## src/rtl/led_pwm_pkg.sv

```systemverilog
// led_pwm_pkg: constants and helpers shared by the LED PWM array and its
// per-channel slices.
//   DEF_*        default parameter values for led_pwm_array
//   MAX_DUTY_W   widest duty/phase counter the helpers accept
//   fade_dir_e   direction of one fade step
//   fade_dir()   which way active must move to approach target
package led_pwm_pkg;

  localparam int DEF_CHANNELS = 3;
  localparam int DEF_DUTY_W   = 8;
  localparam int DEF_PRESCALE = 32;
  localparam int DEF_FADE_EN  = 1;
  localparam int MAX_DUTY_W   = 12;

  typedef enum logic [1:0] {
    DIR_HOLD,
    DIR_UP,
    DIR_DOWN
  } fade_dir_e;

  // Operands arrive zero-extended to MAX_DUTY_W, so any DUTY_W up to
  // MAX_DUTY_W shares this one helper.
  function automatic fade_dir_e fade_dir(input logic [MAX_DUTY_W-1:0] active,
                                         input logic [MAX_DUTY_W-1:0] target);
    if (active < target) return DIR_UP;
    if (active > target) return DIR_DOWN;
    return DIR_HOLD;
  endfunction

endpackage

```

## src/rtl/led_pwm_channel.sv

```systemverilog
// led_pwm_channel: one LED channel. It holds the written target, the duty
// currently being displayed (active), the pending/fade flags and the PWM
// comparator. It updates active only at period boundaries, so a period
// never shows a mix of two duties.
//   clock_100mhz, reset  clock, async active-high reset
//   enable               low forces led off on the next edge
//   boundary             tick that ends the last phase of a period
//   next_phase           phase value that takes effect on the coming edge
//   wr_en                accepted write addressed to this channel
//   wr_duty, wr_fade     write payload
//   pending              a write waits for the next boundary
//   led                  registered PWM output
module led_pwm_channel
  import led_pwm_pkg::*;
#(
  parameter int DUTY_W  = DEF_DUTY_W,
  parameter int FADE_EN = DEF_FADE_EN
) (
  input  logic              clock_100mhz,
  input  logic              reset,
  input  logic              enable,
  input  logic              boundary,
  input  logic [DUTY_W-1:0] next_phase,
  input  logic              wr_en,
  input  logic [DUTY_W-1:0] wr_duty,
  input  logic              wr_fade,
  output logic              pending,
  output logic              led
);

  logic [DUTY_W-1:0] target;
  logic [DUTY_W-1:0] active;
  logic              fading;
  logic              fade_req;

  logic [DUTY_W-1:0] active_d;
  logic              fading_d;

  // NOTE: every variable gets a default before any branch, so no path
  // leaves it unassigned and no latch is inferred.
  always_comb begin
    active_d = active;
    fading_d = fading;
    if (boundary) begin
      if (pending && !fade_req) begin
        active_d = target;
        fading_d = 1'b0;
      end else if (pending || fading) begin
        // A new fade write takes its first step at this same boundary.
        unique case (fade_dir(MAX_DUTY_W'(active), MAX_DUTY_W'(target)))
          DIR_UP:   active_d = active + DUTY_W'(1);
          DIR_DOWN: active_d = active - DUTY_W'(1);
          default:  active_d = active;
        endcase
        fading_d = (active_d != target);
      end
    end
  end

  // NOTE: sequential state uses non-blocking assignments so every flop
  // samples the values from before the edge, regardless of statement order.
  // NOTE: all state here is a small set of flops, so every register gets the
  // async reset; nothing is left to power-up values.
  always_ff @(posedge clock_100mhz or posedge reset) begin
    if (reset) begin
      target   <= '0;
      active   <= '0;
      fading   <= 1'b0;
      fade_req <= 1'b0;
      pending  <= 1'b0;
      led      <= 1'b0;
    end else begin
      active <= active_d;
      fading <= fading_d;
      // Comparing with the post-edge phase and duty keeps led in step with
      // the phase counter, including the first cycle of a new period.
      led    <= enable && (next_phase < active_d);
      // A write is only accepted while pending is clear. The boundary above
      // therefore always works on the pre-write state.
      if (wr_en) begin
        target   <= wr_duty;
        fade_req <= wr_fade && (FADE_EN != 0);
        pending  <= 1'b1;
      end else if (boundary) begin
        pending <= 1'b0;
      end
    end
  end

endmodule

```

## src/rtl/led_pwm_array.sv

```systemverilog
// led_pwm_array: CHANNELS independent PWM LED drivers that share one
// prescaler and one phase counter. Writes are queued per channel and
// applied at the next period boundary, either as a jump or as a
// one-step-per-period fade.
//   clock_100mhz, reset  clock, async active-high reset
//   enable               low forces all led outputs off
//   wr_valid/wr_ready    duty write handshake
//   wr_channel           target channel (out-of-range writes are dropped)
//   wr_duty, wr_fade     new target duty, ramp (1) or jump (0)
//   led                  registered PWM outputs, one per channel
//   period_start         one-cycle pulse in the first cycle of phase 0
module led_pwm_array
  import led_pwm_pkg::*;
#(
  parameter  int CHANNELS = DEF_CHANNELS,
  parameter  int DUTY_W   = DEF_DUTY_W,
  parameter  int PRESCALE = DEF_PRESCALE,
  parameter  int FADE_EN  = DEF_FADE_EN,
  localparam int CW       = (CHANNELS > 1) ? $clog2(CHANNELS) : 1,
  localparam int PW       = (PRESCALE > 1) ? $clog2(PRESCALE) : 1
) (
  input  logic                clock_100mhz,
  input  logic                reset,
  input  logic                enable,
  input  logic                wr_valid,
  output logic                wr_ready,
  input  logic [CW-1:0]       wr_channel,
  input  logic [DUTY_W-1:0]   wr_duty,
  input  logic                wr_fade,
  output logic [CHANNELS-1:0] led,
  output logic                period_start
);

  logic [PW-1:0]       presc;
  logic [DUTY_W-1:0]   phase;
  logic [DUTY_W-1:0]   next_phase;
  logic                tick;
  logic                boundary;
  logic [CHANNELS-1:0] pending;
  logic                pend_sel;
  logic                wr_accept;

  assign tick       = (presc == PW'(PRESCALE - 1));
  assign boundary   = tick && (phase == '1);
  assign next_phase = tick ? phase + DUTY_W'(1) : phase;

  // The decode loop leaves pend_sel at 0 for channel numbers that do not
  // exist. Such writes then see wr_ready high and are dropped, because no
  // channel matches.
  always_comb begin
    pend_sel = 1'b0;
    for (int i = 0; i < CHANNELS; i++) begin
      if (wr_channel == CW'(i)) pend_sel = pending[i];
    end
  end

  assign wr_ready  = !reset && !pend_sel;
  assign wr_accept = wr_valid && wr_ready;

  always_ff @(posedge clock_100mhz or posedge reset) begin
    if (reset) begin
      presc        <= '0;
      phase        <= '0;
      period_start <= 1'b0;
    end else begin
      presc        <= tick ? '0 : presc + PW'(1);
      phase        <= next_phase;
      period_start <= boundary;
    end
  end

  for (genvar i = 0; i < CHANNELS; i++) begin : g_ch
    led_pwm_channel #(
      .DUTY_W  (DUTY_W),
      .FADE_EN (FADE_EN)
    ) u_ch (
      .clock_100mhz (clock_100mhz),
      .reset        (reset),
      .enable       (enable),
      .boundary     (boundary),
      .next_phase   (next_phase),
      .wr_en        (wr_accept && (wr_channel == CW'(i))),
      .wr_duty      (wr_duty),
      .wr_fade      (wr_fade),
      .pending      (pending[i]),
      .led          (led[i])
    );
  end

endmodule

```

## config.mk

```make
export PLATFORM = sky130hd
export DESIGN_NAME = led_pwm_array
export DESIGN_NICKNAME = d
export VERILOG_FILES = /design/src/rtl/led_pwm_pkg.sv /design/src/rtl/led_pwm_channel.sv /design/src/rtl/led_pwm_array.sv
export SDC_FILE = /design/constraint.sdc
export NUM_CORES = 1
export LEC_CHECK = 0
export CAP_MARGIN = 20
export CORE_AREA = 2 2 117 119
export DETAILED_ROUTE_END_ITERATION = 12
export DIE_AREA = 0 0 119 121
export GPL_TIMING_DRIVEN = 1
export PLACE_DENSITY = 0.61
export SLEW_MARGIN = 20
export SYNTH_ARGS = -nofsm -noshare
export SYNTH_HDL_FRONTEND = slang
export SYNTH_SLANG_ARGS = --single-unit
```

## constraint.sdc

```tcl
create_clock -name clock_100mhz -period 6.16 [get_ports clock_100mhz]
set_clock_uncertainty 0.15 [all_clocks]
set_input_delay 1.232 -clock clock_100mhz [delete_from_list [all_inputs] [get_ports clock_100mhz]]
set_output_delay 1.232 -clock clock_100mhz [all_outputs]
set_load 0.03 [all_outputs]
```

==> results of run 1 <==
## where the power goes
| group | internal, mW | switching, mW | leakage (nW) |
|---|---|---|---|
| logic | 0.155 | 0.208 | 2.02 |
| registers | 0.535 | 0.0577 | 0.952 |
| clock network | 0.327 | 0.218 | 0.142 |
## flip-flops by register name, indices dropped and copies added, names as in the netlist
register,cells
g_ch.u_ch.pending,3
g_ch.u_ch.active,24
phase,8
g_ch.u_ch.target,24
g_ch.u_ch.fading,3
g_ch.u_ch.led,3
presc,5
period_start,1
g_ch.u_ch.fade_req,3
## worst max-delay path by stage
| stage | start | endpoint | slack, ps |
|---|---|---|---|
| 3_3_place_gp | g_ch[1].u_ch.active[0] | g_ch[1].u_ch.led | 1230 |
| 6_report | g_ch[0].u_ch.active[3] | g_ch[0].u_ch.led | 1070 |
| 4_1_cts | g_ch[1].u_ch.active[0] | g_ch[1].u_ch.led | 1120 |
| 2_1_floorplan | g_ch[2].u_ch.active[0] | g_ch[2].u_ch.led | 1850 |
| 5_1_grt | g_ch[0].u_ch.active[0] | g_ch[0].u_ch.led | 750 |
| 3_5_place_dp | g_ch[1].u_ch.active[0] | g_ch[1].u_ch.led | 1180 |
## stage by stage
step / cell area (um^2) / total power [mW] / std cells / worst slack, ps / util
2_1_floorplan: 6060 / 0.857 / 660 / 1850 / -
3_3_place_gp: 6380 / 0.948 / 839 / 1230 / 0.488
3_5_place_dp: 6380 / 0.957 / 839 / 1180 / 0.488
4_1_cts: 6690 / 1.51 / 855 / 1120 / 0.511
5_1_grt: 6690 / 1.58 / 855 / 751 / 0.511
6_report: 6690 / 1.50 / 855 / 1070 / 0.511
## worst max-delay path, stage by stage (launching register included)
cell       delay (ps)
dfrtp_1           470
ha_1              360
o21ai_0           110
a21oi_2           290
o21bai_1          120
a21oi_1           630
ha_1              360
a211o_1           330
a211o_1           290
a21oi_1           150
o21bai_1          100
mux2i_1           320
a21oi_1           160
o2bb2ai_1         240
ha_1              290
nand4_1            70
o21ai_0            90
nor3b_1           260
nand2_1            90
o21ai_1           120
## final cells by class
type / count / area, um^2
Fill cell: 1208 / 6390
Multi-Input combinational cell: 512 / 3900
Sequential cell: 74 / 1850
Clock buffer: 11 / 243
Tap cell: 176 / 220
Inverter: 56 / 210
Timing Repair Buffer: 21 / 205
Clock inverter: 5 / 62.6
## layer usage
metal  up-vias  routed length, um  track usage
met5         -                  0            0
met2       120               7610        0.385
met4         0                541       0.0930
met3        39                460       0.0362
met1      2539               7500        0.313
li1       2475                  -            -
## layout by cell type (no fill, tap or decap), drive strengths merged, types with 11 or more instances in the layout
master / instances
o211ai: 12
a21oi: 35
o21a: 12
a21o: 11
ha: 66
clkdlybuf4s50: 19
nand2: 48
nand4: 15
xnor2: 28
xor2: 11
mux2: 21
clkbuf: 11
o21ai: 48
inv: 56
nor2: 39
mux2i: 16
dfrtp: 74
o22ai: 13
## logic make-up after synthesis
| kind of cell | Yosys count |
|---|---|
| compound gates | 204 |
| xor+xnor | 40 |
| fa+ha+maj | 69 |
| buf+inv | 74 |
| flops | 74 |
| mux | 37 |
| simple gates | 162 |
==> flow_summary_export.csv, run 1 <==
group,metric,value,unit
timing,setup_tns,0,ps
logic_synthesis,yosysSeqAreaShare,0.306,
hold_path,hold_depth,1,
clocking,cts_sinks,74,
clocking,post_cts_resized,0,
clocking,insertion_delay,350,ps
clocking,clk_pin_slew,60,ps
logic_synthesis,yosysTopAreaCell,"dfrtp_1",
worst_setup_path,crit_fanout,8,
global_routing,grt_pass1_wl,26.8,mm
cells_and_area,areaGrowthSynthToFinish,10.5,%
floorplanning,core,0.0131,mm^2
detailed_routing,drt_iter0_drc,337,
pwr,leakagePower,3.12,nW
timing,maxSlewViolCount,0,
timing,hold_viol,0,
global_routing,grt_usage,0.235,
detailed_routing,num_vias,5173,
timing,hold_ws,297,ps
clocking,numCtsBuffers,9,
logic_synthesis,synthMuxAreaShare,0.0655,
hold_path,worstHoldStart,"presc[0]",
global_routing,grt_antenna_before_repair,0,
floorplanning,chipWidth,119,um
clocking,cts_setup_buffers,0,
run,drv_cap,0,
logic_synthesis,ys_warn_count,0,
timing,setup_violations,0,
worst_setup_path,worstPathRequired,6280,ps
detailed_routing,routedWlPerCell,18.8,um
worst_setup_path,rr_endpoint,"g_ch[0].u_ch.led",
logic_synthesis,yosys.area_share.adder,0.146,
logic_synthesis,synthTopCellsByCount,"dfrtp_1 (74), ha_1 (66), inv_1 (55)",
logic_synthesis,async_flop_share,1.00,
worst_setup_path,end_kind,"register",
worst_setup_path,path_class,"reg -> reg",
logic_synthesis,syn-num-nets,744,
placed_design,gp_congestion,0.945,
clocking,tritoncts,"yes",
logic_synthesis,synth-edff-count,0,
logic_synthesis,syn_area_per_cell,9.18,um^2
worst_setup_path,startpoint_type,"register",
placed_design,io_buffers,19,
floorplanning,io_pins,20,
logic_synthesis,synth_flop_cell,"dfrtp_1",
pwr,powerDensity,224,mW/mm^2
logic_synthesis,yosysMostFrequentCell,"dfrtp_1",
pwr,max-vdd-ir-drop,192,uV
logic_synthesis,synth_compound_area_frac,0.232,
worst_setup_path,reg2reg_depth,19,
timing,rsz0062_at_grt,"false",
clocking,holdBufCountCts,0,
clocking,cts_root_buf,"clkbuf_16",
clocking,clockBufferDepth,2,
floorplanning,rows,42,
outcome,status,"completed",
detailed_routing,first_pass_iters,5,
floorplanning,die_y,121,um
worst_setup_path,r2r_setup_slack,1070,ps
timing,period_share,0.826,
detailed_routing,ant_nets,0,
cells_and_area,diodes,0,
timing,slew_headroom,0.366,
logic_synthesis,synth_top_area_share,0.306,
hold_path,hold_path_class,"reg -> reg",
detailed_routing,vias_per_cell,6.05,
timing,worst_pin_slew,946,ps
logic_synthesis,yosys-top-cells-area,"dfrtp_1 (31%), ha_1 (14%), xnor2_1 (4.0%)",
logic_synthesis,synth_top_family_by_area,"compound AO/OA/AOI/OAI gates",
clocking,htreeDepth,3,
floorplanning,start_util,0.463,
timing,fmax,197,MHz
global_routing,overflow,0,
floorplanning,dieArea,0.0144,mm^2
detailed_routing,drc,0,
logic_synthesis,synth-xor-area-share,0.0601,
global_routing,grt_max_degree,40,
timing,final.min_clock_period,5090,ps
logic_synthesis,netlist_area,0.00606,mm^2
logic_synthesis,synth-seq-cells,74,
logic_synthesis,ys_types,72,
logic_synthesis,netlist_instances,660,
worst_setup_path,cp.arrival,5210,ps
placed_design,dp_hpwl,12.5,mm
worst_setup_path,r2r-start,"g_ch[0].u_ch.active[3]",
hold_path,min_to,"presc[0]",
global_routing,grt_pass1_vias,5135,
cells_and_area,post_route_cells_drive_above_1_share,0.0839,
cells_and_area,fin_nets,758,
logic_synthesis,synth-simple-area-share,0.139,
detailed_routing,drt_wl_total,16.1,mm
Power figures use the tool's default switching activity.
==> run 2: changes to the inputs <==
- PLACE_DENSITY: 0.61 -> 0.63
- clock period: 6.16 -> 4.5 ns (I/O delays scaled with it)
==> run 2 against run 1 <==
  * Critical path depth unchanged
  * Register-to-register slack worse by 980 ps
  * Worst hold slack better by 17 ps
  * Non-clock buffer count up 66
  * Combinational power up 73%
  * Fmax up 15%
  * Critical path type unchanged
  * Largest power group unchanged
==> flow_summary_export.csv, run 2 (same netlist as run 1, synthesis figures left out) <==
group,metric,value,unit
outcome,status,"completed",
timing,slew_headroom,0.578,
placed_design,post-place-ws,-93.8,ps
detailed_routing,highest_layer,"met4",
global_routing,grt_pass1_vias,5404,
global_routing,grt_pass1_wl,26.7,mm
detailed_routing,drt_iter0_drc,371,
placed_design,io_buffers,19,
worst_setup_path,cp.arrival,4530,ps
pwr,leakagePower,3.43,nW
timing,setup_violations,0,
cells_and_area,post_route_cells_drive_above_1_share,0.235,
detailed_routing,num_vias,5433,
clocking,cts_sinks,74,
worst_setup_path,crit_fanout,6,
cells_and_area,layout_common_cells,"dfrtp_1 (72), buf_4 (67), ha_1 (54), inv_1 (48), nand2_1 (47)",
floorplanning,rows,42,
clocking,clk_pin_slew,60,ps
worst_setup_path,critPathMaxStageDelay,430,ps
placed_design,gp_congestion,0.912,
worst_setup_path,end_kind,"register",
detailed_routing,vias_per_cell,5.90,
timing,final.min_clock_period,4410,ps
worst_setup_path,crit_buf_inv,1,
worst_setup_path,worstPathRequired,4620,ps
detailed_routing,first_pass_iters,5,
floorplanning,start_util,0.463,
worst_setup_path,cp_slowest_cell,"dfrtp_1",
timing,maxSlewViolCount,0,
timing,fmax,227,MHz
hold_path,hold_path_class,"reg -> reg",
floorplanning,core,0.0131,mm^2
placed_design,dp_hpwl,12.7,mm
cells_and_area,areaGrowthSynthToFinish,23.3,%
cells_and_area,diodes,0,
cells_and_area,fill_cells,1121,
global_routing,grt_max_degree,31,
worst_setup_path,crit_chain,"ha_1 > nand4_1 > o21bai_4 > a21o_1 > inv_4 > ha_4 > a211o_1 > a211o_1 > a21oi_2 > o21bai_1 > mux2i_2 > a32oi_2 > o2bb2ai_1 > ha_1 > a21oi_2 > nand2_2 > a2111oi_4 > o21ai_1 > o211ai_1",
timing,rsz0062_at_grt,"true",
detailed_routing,ant_nets,0,
clocking,htreeDepth,3,
clocking,insertion_delay,350,ps
floorplanning,dieArea,0.0144,mm^2
cells_and_area,fin_nets,824,
floorplanning,die_y,121,um
detailed_routing,drc,0,
floorplanning,chipWidth,119,um
timing,period_share,0.980,
cells_and_area,reg_top3,"g_ch.u_ch.active (24), g_ch.u_ch.target (24), phase (8)",
global_routing,grt_antenna_before_repair,0,
detailed_routing,drt_wl_total,17.0,mm
timing,fin_ws,90.5,ps
worst_setup_path,path_class,"reg -> reg",
global_routing,grt_usage,0.235,
clocking,tritoncts,"yes",
timing,hold_viol,0,
pwr,powerDensity,285,mW/mm^2
detailed_routing,routedWlPerCell,18.5,um
pwr,total_power,2.13,mW
worst_setup_path,startpoint_type,"register",
global_routing,overflow,0,
clocking,cts_root_buf,"clkbuf_16",
clocking,clockBufferDepth,2,
detailed_routing,wl_met1,7.71,mm
timing,worst_pin_slew,631,ps
cells_and_area,final_common_cell,"dfrtp_1",
run,drv_cap,0,
detailed_routing,wl_met3,685,um
worst_setup_path,cpLargestDelayFamily,"compound AO/OA/AOI/OAI gates",
floorplanning,io_pins,20,
clocking,numCtsBuffers,9,
detailed_routing,wl_met2,8.16,mm
pwr,max-vdd-ir-drop,186,uV
clocking,holdBufCountCts,0,
## run 2: cell types whose count changed in the layout (fill, tap and decap cells not counted), moves of 6 or more
| cell | before | now |
|---|---|---|
| buf_4 | 2 | 67 |
| ha_1 | 66 | 54 |
| ha_4 | 0 | 11 |
| a21oi_1 | 34 | 25 |
| a21oi_2 | 1 | 9 |
| inv_1 | 54 | 48 |
## run 2: through the flow
stage / cells / TNS [ps] / area [um^2] / hold WS (ps) / util
floorplan: 660 / 0 / 6060 / 275 / -
global placement: 891 / 0 / 6770 / 285 / 0.517
detailed placement: 891 / -93.8 / 6770 / 313 / 0.517
CTS: 909 / 0 / 7080 / 322 / 0.541
global route: 921 / -117 / 7470 / 348 / 0.571
finish: 921 / 0 / 7470 / 314 / 0.571
## run 2: per-layer routing
metal | GRT usage | up-vias
li1 | - | 2595
met1 | 0.305 | 2654
met2 | 0.384 | 144
met3 | 0.0470 | 40
met4 | 0.0990 | 0
met5 | 0 | -
## run 2: layout make-up
| type | count | area [um^2] | share of cell area |
|---|---|---|---|
| Clock buffer | 11 | 243 | 0.0325 |
| Clock inverter | 5 | 38.8 | 0.00519 |
| Inverter | 56 | 213 | 0.0285 |
| Multi-Input combinational cell | 512 | 4200 | 0.562 |
| Sequential cell | 74 | 1850 | 0.248 |
| Tap cell | 176 | 220 | 0.0295 |
| Timing Repair Buffer | 87 | 704 | 0.0943 |
## run 2: final timing paths
path	startpoint	end	slack, ps	depth (start not counted)
hold / removal	presc[0]	presc[0]	310	1
min in group asynchronous	reset	g_ch[1].u_ch.target[4]	820	2
hold reg to reg	presc[0]	presc[0]	310	1
max in group asynchronous	reset	g_ch[2].u_ch.target[2]	2560	3
setup / recovery	g_ch[1].u_ch.active[6]	g_ch[1].u_ch.led	90	19
setup reg to reg	g_ch[1].u_ch.active[6]	g_ch[1].u_ch.led	90	19
## run 2: timing repair
action	in CTS	in global routing
endpoints found under the setup margin	2	3
setup buffers	2	12
pin swaps	1	27
resized for setup	3	64
## run 2: worst reg2reg max path, cell delays in order, from the launching register on
cell,delay (ps)
dfrtp_1,430
ha_1,320
nand4_1,150
o21bai_4,210
a21o_1,230
inv_4,120
ha_4,200
a211o_1,270
a211o_1,340
a21oi_2,150
o21bai_1,110
mux2i_2,290
a32oi_2,180
o2bb2ai_1,190
ha_1,280
a21oi_2,210
nand2_2,100
a2111oi_4,190
o21ai_1,110
o211ai_1,90
## run 2: power by group
| part | switching [mW] | internal (mW) |
|---|---|---|
| Combinational | 0.339 | 0.288 |
| Sequential | 0.0632 | 0.732 |
| Clock | 0.312 | 0.392 |
==> run 3: changes to the inputs <==
- CORE_AREA: 2 2 117 119 -> 2 2 107 109
- DIE_AREA: 0 0 119 121 -> 0 0 109 111
- PLACE_DENSITY: 0.63 -> 0.74
==> run 3 against run 2 <==
  * The run now ends with setup timing left
  * Sequential cell count unchanged
  * Sequential power about the same
  * Worst setup slack worse by 150 ps
==> flow_summary_export.csv, run 3 (same netlist as run 1, synthesis figures left out) <==
group,metric,value,unit
clocking,clockBufferDepth,2,
floorplanning,rows,39,
detailed_routing,routedWlPerCell,20.7,um
placed_design,dp_hpwl,13.4,mm
timing,rsz0062_at_grt,"true",
hold_path,hold_path_class,"reg -> reg",
clocking,tritoncts,"yes",
hold_path,hold_depth,1,
global_routing,grt_antenna_before_repair,0,
clocking,cts_root_buf,"clkbuf_16",
detailed_routing,drt_wl_total,18.7,mm
cells_and_area,fill_cells,781,
cells_and_area,reg_top3,"g_ch.u_ch.active (24), g_ch.u_ch.target (24), phase (8)",
global_routing,top_usage_layer,"met2",
global_routing,grt_max_degree,36,
detailed_routing,ant_nets,0,
floorplanning,chipWidth,109,um
placed_design,io_buffers,19,
timing,maxSlewViolCount,0,
detailed_routing,drc,0,
detailed_routing,drt_iter0_drc,483,
global_routing,use_met3,0.0453,
timing,setup_tns,-63.2,ps
cells_and_area,layout_common_cells,"buf_4 (85), dfrtp_1 (70), ha_1 (50), inv_1 (47), nand2_1 (47)",
pwr,powerDensity,290,mW/mm^2
global_routing,met2_usage,0.483,
global_routing,grt_pass1_wl,28.1,mm
placed_design,post-place-ws,-141,ps
worst_setup_path,crit_fanout,6,
clocking,holdBufCountCts,0,
worst_setup_path,startpoint_type,"register",
floorplanning,dieArea,0.0121,mm^2
global_routing,grt_pass1_vias,5583,
global_routing,grt_usage,0.298,
worst_setup_path,rr_endpoint,"g_ch[1].u_ch.led",
cells_and_area,diodes,0,
clocking,clk_pin_slew,70,ps
cells_and_area,fin_nets,842,
floorplanning,start_util,0.547,
worst_setup_path,r2r_setup_slack,-60,ps
timing,worst_pin_slew,794,ps
cells_and_area,final_cell_area,0.00762,mm^2
placed_design,dpl_cell_area,0.00678,mm^2
worst_setup_path,worstPathRequired,4560,ps
clocking,numCtsBuffers,9,
global_routing,met1_usage,0.401,
detailed_routing,num_vias,5849,
worst_setup_path,reg2reg_depth,22,
run,drv_cap,0,
timing,final.min_clock_period,4560,ps
timing,period_share,1.01,
detailed_routing,first_pass_iters,5,
detailed_routing,vias_per_cell,6.46,
hold_path,min_to,"presc[0]",
floorplanning,core,0.0111,mm^2
clocking,htreeDepth,3,
clocking,insertion_delay,340,ps
cells_and_area,areaGrowthSynthToFinish,25.7,%
clocking,cts_sinks,74,
hold_path,worstHoldStart,"presc[0]",
floorplanning,die_y,111,um
pwr,leakagePower,3.52,nW
outcome,violations,"setup timing",
pwr,max-vdd-ir-drop,233,uV
placed_design,gp_congestion,0.970,
worst_setup_path,end_kind,"register",
worst_setup_path,r2r-start,"g_ch[1].u_ch.active[7]",
timing,hold_viol,0,
cells_and_area,post_route_cells_drive_above_1_share,0.260,
cells_and_area,final_common_cell,"buf_4",
outcome,status,"finished with violations",
timing,setup_violations,1,
floorplanning,io_pins,20,
timing,fmax,219,MHz
worst_setup_path,cp.arrival,4630,ps
worst_setup_path,path_class,"reg -> reg",
timing,fin_ws,-63.2,ps
global_routing,overflow,0,
timing,slew_headroom,0.469,
timing,hold_ws,314,ps
## run 3: cell count changes in the layout (fill, tap and decap cells not counted), sizes merged
cell | previous run | this run
bufinv | 0 | 1
inv | 56 | 55
clkinv | 4 | 5
clkbuf | 11 | 10
buf | 68 | 86
## run 3: where the power goes
group / switching (mW) / leakage, nW / internal [mW]
clock network: 0.292 / 0.142 / 0.426
registers: 0.0641 / 0.946 / 0.732
logic: 0.371 / 2.43 / 0.322
## run 3: layout make-up
| class | instances | area, um^2 | share of cell area |
|---|---|---|---|
| tap | 143 | 179 | 0.0235 |
| clock buffer | 10 | 229 | 0.0301 |
| clock inverter | 6 | 57.6 | 0.00756 |
| timing repair buffer | 105 | 848 | 0.111 |
| sequential | 74 | 1860 | 0.244 |
| multi-input combinational | 512 | 4240 | 0.556 |
| inverter | 56 | 210 | 0.0276 |
## run 3: worst max-delay path by stage
stage / start / endpoint / slack, ps / cells after the start
global route: g_ch[1].u_ch.target[7] / g_ch[1].u_ch.led / -140 / 23
detailed placement: g_ch[1].u_ch.active[2] / g_ch[1].u_ch.led / -140 / 21
global placement: g_ch[1].u_ch.target[7] / g_ch[1].u_ch.led / 8 / 21
finish: g_ch[1].u_ch.active[7] / g_ch[1].u_ch.led / -60 / 22
CTS: g_ch[2].u_ch.target[5] / g_ch[2].u_ch.led / 10 / 20
floorplan: g_ch[2].u_ch.active[0] / g_ch[2].u_ch.led / 190 / 19
## run 3: metal layers
layer / part of all wire / vias up / wire (um)
met5: 0 / - / 0
met4: 0.044 / 0 / 816
met3: 0.074 / 68 / 1380
met2: 0.48 / 306 / 8940
met1: 0.41 / 2835 / 7600
li1: - / 2640 / -
## run 3: timing repair
item | CTS | global route
gates resized for setup | 11 | 56
setup endpoints to repair | 1 | 3
cloned | 0 | 0
pin swaps | 2 | 23
buffers inserted | 2 | 23
## run 3: stage by stage
step           utilization  std cells  power [mW]
2_1_floorplan            -        660        1.17
3_3_place_gp         0.612        865        1.36
3_5_place_dp         0.612        865        1.38
4_1_cts              0.644        883        2.09
5_1_grt              0.688        906        2.30
6_report             0.688        906        2.21
## run 3: worst max-delay path: stages, from the launching register on
cell	delay, ps
dfrtp_2	430
ha_4	290
nand4_1	170
nor2_2	180
a21o_1	150
inv_2	80
buf_12	130
buf_4	150
ha_4	290
nor3b_1	50
a311o_1	280
a311oi_2	290
mux2i_1	160
o22ai_1	250
a22oi_2	110
inv_1	150
ha_4	220
a21o_1	160
a21oi_2	160
nand2_2	100
a2111oi_4	170
o21ai_1	120
o211ai_1	170
